[config.mk]
export PLATFORM = sky130hd
export DESIGN_NAME = fetch_pc_gen
export DESIGN_NICKNAME = d
export VERILOG_FILES = /design/src/rtl/fetch_pc_gen.sv
export SDC_FILE = /design/constraint.sdc
export NUM_CORES = 1
export LEC_CHECK = 0
export ABC_AREA = 1
export CORE_MARGIN = 2
export CORE_UTILIZATION = 40
export DETAILED_ROUTE_END_ITERATION = 7
export GPL_TIMING_DRIVEN = 0
export PLACE_DENSITY = 0.68
export SYNTH_ARGS = -nofsm -noshare
export SYNTH_HDL_FRONTEND = slang
export SYNTH_SLANG_ARGS = --single-unit
[constraint.sdc]
create_clock -name clk -period 7.44 [get_ports clk]
set_input_delay 1.488 -clock clk [delete_from_list [all_inputs] [get_ports clk]]
set_output_delay 1.488 -clock clk [all_outputs]
set_load 0.01 [all_outputs]
[src/rtl/fetch_pc_gen.sv]
// Instruction-fetch front end: owns the fetch PC, issues one aligned word request at a time
// and buffers the returned word for decode; redirects flush the buffer and kill any in-flight fetch.
module fetch_pc_gen #(
    parameter int unsigned     ALEN     = 32,
    parameter logic [ALEN-1:0] RESET_PC = '0
) (
    input  logic            clk,
    input  logic            rst,
    input  logic            redirect_valid,
    input  logic [ALEN-1:0] redirect_target,
    output logic            mem_req_valid,
    input  logic            mem_req_ready,
    output logic [ALEN-1:0] mem_req_addr,
    input  logic            mem_resp_valid,
    input  logic [31:0]     mem_resp_data,
    input  logic            mem_resp_error,
    output logic            fetch_valid,
    input  logic            fetch_ready,
    output logic [31:0]     fetch_instr,
    output logic [ALEN-1:0] fetch_addr,
    output logic            fetch_fault
);

    typedef enum logic [1:0] {
        IDLE,
        WAIT,
        KILL
    } state_t;

    localparam logic [ALEN-1:0] WORD_MASK  = ~ALEN'(3);
    localparam logic [ALEN-1:0] HALF_MASK  = ~ALEN'(1);
    localparam logic [ALEN-1:0] WORD_BYTES = ALEN'(4);

    state_t          state;
    logic [ALEN-1:0] pc;
    logic [ALEN-1:0] req_pc;
    logic            req_ok;

    // A request may only issue when its response is guaranteed an empty buffer.
    assign req_ok        = (state == IDLE) && !redirect_valid && (!fetch_valid || fetch_ready);
    assign mem_req_valid = req_ok && !rst;
    assign mem_req_addr  = pc & WORD_MASK;

    always_ff @(posedge clk or posedge rst) begin
        if (rst) begin
            state       <= IDLE;
            pc          <= RESET_PC & HALF_MASK;
            req_pc      <= '0;
            fetch_valid <= 1'b0;
            fetch_instr <= '0;
            fetch_addr  <= '0;
            fetch_fault <= 1'b0;
        end else begin
            // NOTE: non-blocking defaults first, later assignments in this block override them,
            // which is how refill beats consume and redirect beats everything.
            if (fetch_valid && fetch_ready) begin
                fetch_valid <= 1'b0;
            end

            if (redirect_valid) begin
                pc          <= redirect_target & HALF_MASK;
                fetch_valid <= 1'b0;
                case (state)
                    WAIT:    state <= mem_resp_valid ? IDLE : KILL;
                    KILL:    if (mem_resp_valid) state <= IDLE;
                    default: state <= IDLE;
                endcase
            end else begin
                case (state)
                    IDLE: begin
                        if (req_ok && mem_req_ready) begin
                            state  <= WAIT;
                            req_pc <= pc;
                        end
                    end
                    WAIT: begin
                        if (mem_resp_valid) begin
                            fetch_valid <= 1'b1;
                            fetch_instr <= mem_resp_data;
                            fetch_addr  <= req_pc;
                            fetch_fault <= mem_resp_error;
                            pc          <= (req_pc & WORD_MASK) + WORD_BYTES;
                            state       <= IDLE;
                        end
                    end
                    KILL: begin
                        if (mem_resp_valid) begin
                            state <= IDLE;
                        end
                    end
                    default: state <= IDLE;
                endcase
            end
        end
    end

endmodule

==> out/qor.csv, run 1 <==
stage,metric,value,unit
status,status,"complete, no violations",
clock_network,cts_resized,0,
min_path,min_from,fetch_instr[17]$_DFFE_PP0P_,
die,rows,45,
final_layout,fin_util,57.0,%
worst_setup_path,r2r_cells,8,
logic_synthesis,yosysUniqueCellTypes,37,
power,power_frac_comb,35.4,%
logic_synthesis,post-synth-top-area-cell,dfrtp_1,
timing,slew_viol_final,0,
final_layout,layout-drive-gt1-share,11.1,%
power,p_leak,4.19,nW
power,p_int,1.96,mW
grt,grt_start_max_net_pins,97,
grt,grt_pass1_wl,28.8,mm
timing,worst_slew_pin_slew,0.587,ns
worst_setup_path,cp_max_fo,5,
min_path,min_delay_path_depth,2,
worst_setup_path,rrSetupSlack,5.47,ns
timing,fin_ws,2.95,ns
die,core-area,0.0152,mm^2
die,num_io_pins,170,
clock_network,clock_latency,0.42,ns
min_path,hp-class,reg2reg,
detailed_routing,vias,5737,
timing,rsz0062_at_grt,no,
clock_network,htree_levels,4,
place,placed_cells,1134,
power,power_density,336,mW/mm^2
timing,fmax,222,MHz
timing,min_period_over_period,60.4,%
place,place_ws,2.94,ns
logic_synthesis,ys_ff_latch,129,
worst_setup_path,reg2reg_from,state[1]$_DFFE_PP0P_,
timing,skew,0.00633,ns
die,fp.dieW,129,um
clock_network,post_cts_buffers,0,
clock_network,clockBufferDepth,2,
clock_network,hold_buffers,0,
detailed_routing,routed_wl,18.2,mm
grt,track_usage,22.9,%
power,ir_worst_vdd,178,uV
logic_synthesis,synth_area_leaders,"dfrtp_1, nand2_1, nor2_1, o21ai_0, buf_4",
worst_setup_path,cp-end-kind,primary output,
power,switching_share,32.8,%
power,p_sw,0.956,mW
worst_setup_path,path_class,in2out,
final_layout,area_growth,38.9,%
place,gp_congestion,0.937,
detailed_routing,drt_pass1_iterations,5,
power,pwr-share-clk,25.0,%
detailed_routing,viasPerCell,4.95,
detailed_routing,drt_iter0_drc,336,
timing,finalSetupTns,0,ns
detailed_routing,route.detailed.drc,0,
logic_synthesis,ys_seq_area_share,51.7,%
logic_synthesis,netlist.area_leader.share,51.7,%
place,dp_hpwl,13.3,mm
logic_synthesis,syn_area,0.00624,mm^2
power,seq_power_share,39.6,%
logic_synthesis,ys_warn_count,0,
final_layout,nNetsFinal,1041,
clock_network,cts-root-buf,clkbuf_16,
timing,min_period,4.50,ns
clock_network,clk_pin_slew_worst_paths,0.05,ns
die,start_util,41.1,%
timing,setup_viol,0,
final_layout,final_common_cell,nand2_1,
worst_setup_path,required,5.95,ns
logic_synthesis,synth_cells,778,
clock_network,cts_tree,done,
place,portBuffers,165,
worst_setup_path,arrival,3.01,ns
die,die_y,129,um
die,die-area,0.0166,mm^2
grt,antenna_found_initial,0,
final_layout,diodes,0,
logic_synthesis,postSynthAreaPerCell,8.02,um^2
final_layout,instances_no_fill,1160,
timing,finalHoldViolations,0,
clock_network,cts_buffers,17,
final_layout,most-common-layout-cells,"nand2_1, clkdlybuf4s50_1, dfrtp_1",
min_path,holdPathEnd,fetch_instr[17]$_DFFE_PP0P_,
grt,gr-total-overflow,0,
worst_setup_path,critPathLaunchType,input port,
grt,grt_pass1_vias,5455,
clock_network,cts_sinks,129,
detailed_routing,wl_per_cell,15.7,um
timing,slew-limit-headroom,60.9,%
worst_setup_path,crit-reg2reg-capture,fetch_addr[29]$_DFFE_PP0P_,
detailed_routing,ant_nets,0,
job,drv_cap,0,
## per-stage QoR
step	cell area [um^2]	total power, mW	hold slack [ns]
after global placement	8140	2.18	0.453
after detailed placement	8170	2.20	0.457
after global routing	8670	3.10	0.487
after floorplan	6250	1.61	0.449
after CTS	8670	2.94	0.471
final	8670	2.92	0.465
## layout make-up
class | count | area (um^2)
plain buffers | 62 | 393
clock buffers | 25 | 495
clock inverters | 1 | 5.00
fillers | 1432 | 6530
inverters | 70 | 268
multi-input cells | 519 | 2370
flip-flops and latches | 129 | 3230
well taps | 188 | 235
repair buffers | 166 | 1680
## cells by family (layout without fill, tap and decap cells)
family                     Yosys count  count (layout)  synth area share, %
and+or+nand+nor                    422             422                 28.9
buffers and inverters              132             324                 10.5
DFF                                129             129                 51.7
AOI/OAI and AO/OA                   88              88                 7.66
adders and majority gates            5               5                 1.00
other                                1               3               0.0601
muxes                                1               1                0.180
## cells in the mapped netlist
cell / number
a31oi_1: 1
ha_1: 5
mux2_2: 1
o21ai_1: 3
and3_1: 1
o211ai_1: 3
nor2_4: 6
buf_4: 34
dfrtp_1: 129
buf_6: 1
a21oi_1: 21
o21bai_1: 2
a221o_1: 1
o311ai_1: 1
nand4_1: 13
buf_1: 2
nor3_2: 1
nor3_1: 3
buf_2: 20
nand3b_1: 3
or2_1: 1
inv_1: 66
conb_1: 1
nor2_1: 73
inv_2: 4
clkbuf_1: 5
nand3_2: 2
o21ai_0: 52
nand3b_2: 1
nor2_2: 7
or2_0: 1
o2111ai_1: 4
or2_2: 2
nand2_2: 3
nand3_1: 38
nand2_4: 2
nand2_1: 265
## power by group through the flow
stage | Combinational, mW | Clock (mW) | Sequential, mW
4_1_cts | 1.04 | 0.739 | 1.16
3_3_place_gp | 1.03 | 0 | 1.15
2_1_floorplan | 0.401 | 0 | 1.21
6_report | 1.03 | 0.729 | 1.16
3_5_place_dp | 1.04 | 0 | 1.16
5_1_grt | 1.14 | 0.772 | 1.19
## state kept, by name (all words and copies together) (netlist names)
register and count:
req_pc 31, fetch_valid 1, pc 31, fetch_instr 32
fetch_addr 31, state 2, fetch_fault 1
## worst max-delay path: stages
cell and delay, ns:
clkdlybuf4s50_1 0.53, nor2_2 0.28, nand2_1 0.08, nor2_1 0.09
clkdlybuf4s50_1 0.54
## worst max path at each step
stage                   start                          to  slack (ns)  depth (start not counted)
2_1_floorplan             rst  fetch_addr[10]$_DFFE_PP0P_        2.51                          1
3_3_place_gp              rst          pc[31]$_DFFE_PP0P_        0.51                          2
3_5_place_dp   redirect_valid               mem_req_valid        2.94                          5
4_1_cts        redirect_valid               mem_req_valid        2.93                          5
5_1_grt        redirect_valid               mem_req_valid        2.89                          5
6_report       redirect_valid               mem_req_valid        2.95                          5
## layer usage
layer / up-vias / routed length, um / GRT usage, %
met5: - / 0 / 0
met4: 0 / 420 / 8.89
met3: 29 / 1860 / 7.86
met2: 244 / 8230 / 36.1
met1: 2677 / 7670 / 29.2
li1: 2787 / - / -
No activity file was read; power rests on OpenSTA's default activity.
==> run 2: changes to the inputs <==
==> constraint.sdc (replaced) <==
create_clock -name clk -period 4.2 [get_ports clk]
set_input_delay 0.84 -clock clk [delete_from_list [all_inputs] [get_ports clk]]
set_output_delay 0.84 -clock clk [all_outputs]
set_load 0.01 [all_outputs]
==> run 2 against run 1 <==
Via count is 0.17% lower; highest routed layer unchanged; worst hold slack improved by 0.0034 ns; critical path depth did not move; clock skew hardly changed; cell count rose by 0.78%; sequential power grew 76%; count of clock-buffer cells in the layout up 3.
==> out/qor.csv, run 2 (same netlist as run 1, synthesis figures left out) <==
stage,metric,value,unit,change
timing,finalSetupTns,0,ns,unchanged
power,p_sw,1.70,mW,+78%
die,core-area,0.0152,mm^2,unchanged
grt,grt_pass1_vias,5529,,+1.4%
clock_network,cts_tree,done,,
worst_setup_path,cp-startpoint,redirect_valid,,
worst_setup_path,arrival,2.33,ns,-0.68 ns
timing,fmax,316,MHz,
die,fp.dieW,129,um,unchanged
power,power_frac_comb,33.9,%,-1.5 points
timing,fin_ws,1.03,ns,-1.91 ns
grt,gr-total-overflow,0,,unchanged
final_layout,final_common_cell,nand2_1,,
grt,grt_start_max_net_pins,34,,-65%
min_path,hp-class,reg2reg,,
detailed_routing,vias,5727,,-0.17%
clock_network,post_cts_buffers,0,,unchanged
clock_network,cts_resized,0,,unchanged
worst_setup_path,reg2reg_from,state[1]$_DFFE_PP0P_,,
timing,worst_slew_pin_slew,0.601,ns,+0.0137 ns
place,place_ws,1.02,ns,-1.92 ns
place,gp_congestion,0.910,,-2.9%
detailed_routing,routed_wl,18.1,mm,-0.60%
worst_setup_path,crit-reg2reg-capture,fetch_addr[16]$_DFFE_PP0P_,,
die,start_util,41.1,%,unchanged
power,power_density,612,mW/mm^2,+82%
detailed_routing,drt_pass1_iterations,5,,unchanged
power,power.total,5.40,mW,+85%
worst_setup_path,r2r_cells,8,,unchanged
timing,min_period_over_period,75.4,%,
timing,min_period,3.17,ns,
timing,slew_viol_final,0,,unchanged
job,drv_cap,0,,unchanged
final_layout,area_growth,41.5,%,
final_layout,most-common-layout-cells,"nand2_1, clkdlybuf4s50_1, dfrtp_1",,
grt,grt_pass1_wl,29.0,mm,+0.84%
place,portBuffers,165,,unchanged
detailed_routing,viasPerCell,4.90,,-0.94%
place,dp_hpwl,13.5,mm,+1.7%
worst_setup_path,cp-end-kind,primary output,,
final_layout,largest_reg_flops,32,,unchanged
detailed_routing,drt_iter0_drc,448,,+33%
clock_network,cts_buffers,17,,unchanged
clock_network,cts-root-buf,clkbuf_16,,
worst_setup_path,cp_max_fo,5,,unchanged
timing,setup_viol,0,,unchanged
final_layout,diodes,0,,unchanged
grt,antenna_found_initial,0,,unchanged
clock_network,clk_pin_slew_worst_paths,0.05,ns,about the same
timing,rsz0062_at_grt,no,,
final_layout,nNetsFinal,1044,,+0.29%
worst_setup_path,required,3.36,ns,-2.59 ns
die,rows,45,,unchanged
clock_network,hold_buffers,0,,unchanged
power,ir_worst_vdd,392,uV,+120%
power,pwr-share-clk,28.3,%,+3.3 points
timing,skew,0.00647,ns,+0.000134 ns
grt,track_usage,23.0,%,+0.081 points
timing,finalHoldViolations,0,,unchanged
final_layout,layout-drive-gt1-share,11.7,%,+0.61 points
die,die-area,0.0166,mm^2,unchanged
final_layout,top_register,fetch_instr,,
worst_setup_path,path_class,in2out,,
clock_network,clockBufferDepth,2,,unchanged
power,p_int,3.70,mW,+89%
clock_network,htree_levels,4,,unchanged
clock_network,clock_latency,0.42,ns,about the same
worst_setup_path,critPathLaunchType,input port,,
die,num_io_pins,170,,unchanged
power,switching_share,31.6,%,-1.2 points
detailed_routing,ant_nets,0,,unchanged
worst_setup_path,rrSetupSlack,2.27,ns,-3.20 ns
detailed_routing,wl_per_cell,15.5,um,-1.4%
power,seq_power_share,37.8,%,-1.8 points
detailed_routing,route.detailed.drc,0,,unchanged
timing,slew-limit-headroom,59.9,%,-0.91 points
power,p_leak,4.26,nW,+1.7%
worst_setup_path,endpoint,mem_req_valid,,
timing,hold_ws,0.468,ns,+0.00338 ns
die,die_y,129,um,unchanged
clock_network,cts_sinks,129,,unchanged
status,status,"complete, no violations",,
[run 2: cell count changes in the layout (fill, tap and decap cells not counted), sizes merged]
cell	change
clkbuf	+3
inv	-1
buf	+3
clkinvlp	+1
bufinv	+3
[run 2: metrics by stage]
stage,std cells,area [um^2],util [%]
3_5_place_dp,1137,8220,54.1
3_3_place_gp,1133,8140,53.5
6_report,1169,8830,58.1
2_1_floorplan,780,6250,-
4_1_cts,1169,8830,58.1
5_1_grt,1169,8830,58.1
[run 2: worst min path at each step]
stage                                      startpoint                          end  slack (ns)  cells past startpoint
after floorplan                 req_pc[1]$_DFFE_PP0P_    fetch_addr[1]$_DFFE_PP0P_        0.45                      2
after global placement    fetch_instr[25]$_DFFE_PP0P_  fetch_instr[25]$_DFFE_PP0P_        0.45                      2
after detailed placement   fetch_addr[18]$_DFFE_PP0P_   fetch_addr[18]$_DFFE_PP0P_        0.46                      2
after CTS                  fetch_addr[18]$_DFFE_PP0P_   fetch_addr[18]$_DFFE_PP0P_        0.47                      2
after global routing        fetch_addr[3]$_DFFE_PP0P_    fetch_addr[3]$_DFFE_PP0P_        0.48                      2
final                     fetch_instr[31]$_DFFE_PP0P_  fetch_instr[31]$_DFFE_PP0P_        0.47                      2
[run 2: routing by layer]
layer	up-vias	GRT usage [%]	share of wire, %
met1	2651	30.1	43
met5	-	0	0
met2	246	35.5	45
li1	2801	-	-
met4	0	9.34	2.6
met3	29	7.32	9.3
[run 2: power groups by stage]
| stage | combinational (mW) | clock, mW | sequential [mW] |
|---|---|---|---|
| final | 1.83 | 1.53 | 2.04 |
| after global routing | 2.02 | 1.62 | 2.11 |
| after CTS | 1.85 | 1.56 | 2.04 |
| after global placement | 1.82 | 0 | 2.04 |
| after floorplan | 0.711 | 0 | 2.14 |
| after detailed placement | 1.85 | 0 | 2.05 |
[run 2: critical path: stages]
cell,delay (ns)
clkdlybuf4s50_1,0.51
nor2_2,0.26
nand2_1,0.09
nor2_1,0.09
clkdlybuf4s50_1,0.53
[run 2: area by class of cell]
class | count | area [um^2]
clock inverter | 4 | 95.1
inverter | 70 | 267
clock buffer | 28 | 517
buffer | 62 | 393
fill | 1386 | 6370
multi-input combinational | 519 | 2370
timing repair buffer | 169 | 1730
sequential | 129 | 3230
tap | 188 | 235
==> run 3: changes to the inputs <==
==> constraint.sdc (replaced) <==
create_clock -name clk -period 3.05 [get_ports clk]
set_input_delay 0.61 -clock clk [delete_from_list [all_inputs] [get_ports clk]]
set_output_delay 0.61 -clock clk [all_outputs]
set_load 0.01 [all_outputs]
==> results of run 3 <==
The final DEF is identical to that of run 2. Status: complete, no violations.
Main changes from that run: setup slack after placement 1.02 ns -> 0.327 ns; setup slack after layout 1.03 ns -> 0.345 ns; register-to-register setup slack 2.27 ns -> 1.12 ns; total power 5.40 mW -> 7.44 mW; worst IR drop on VDD 392 uV -> 539 uV
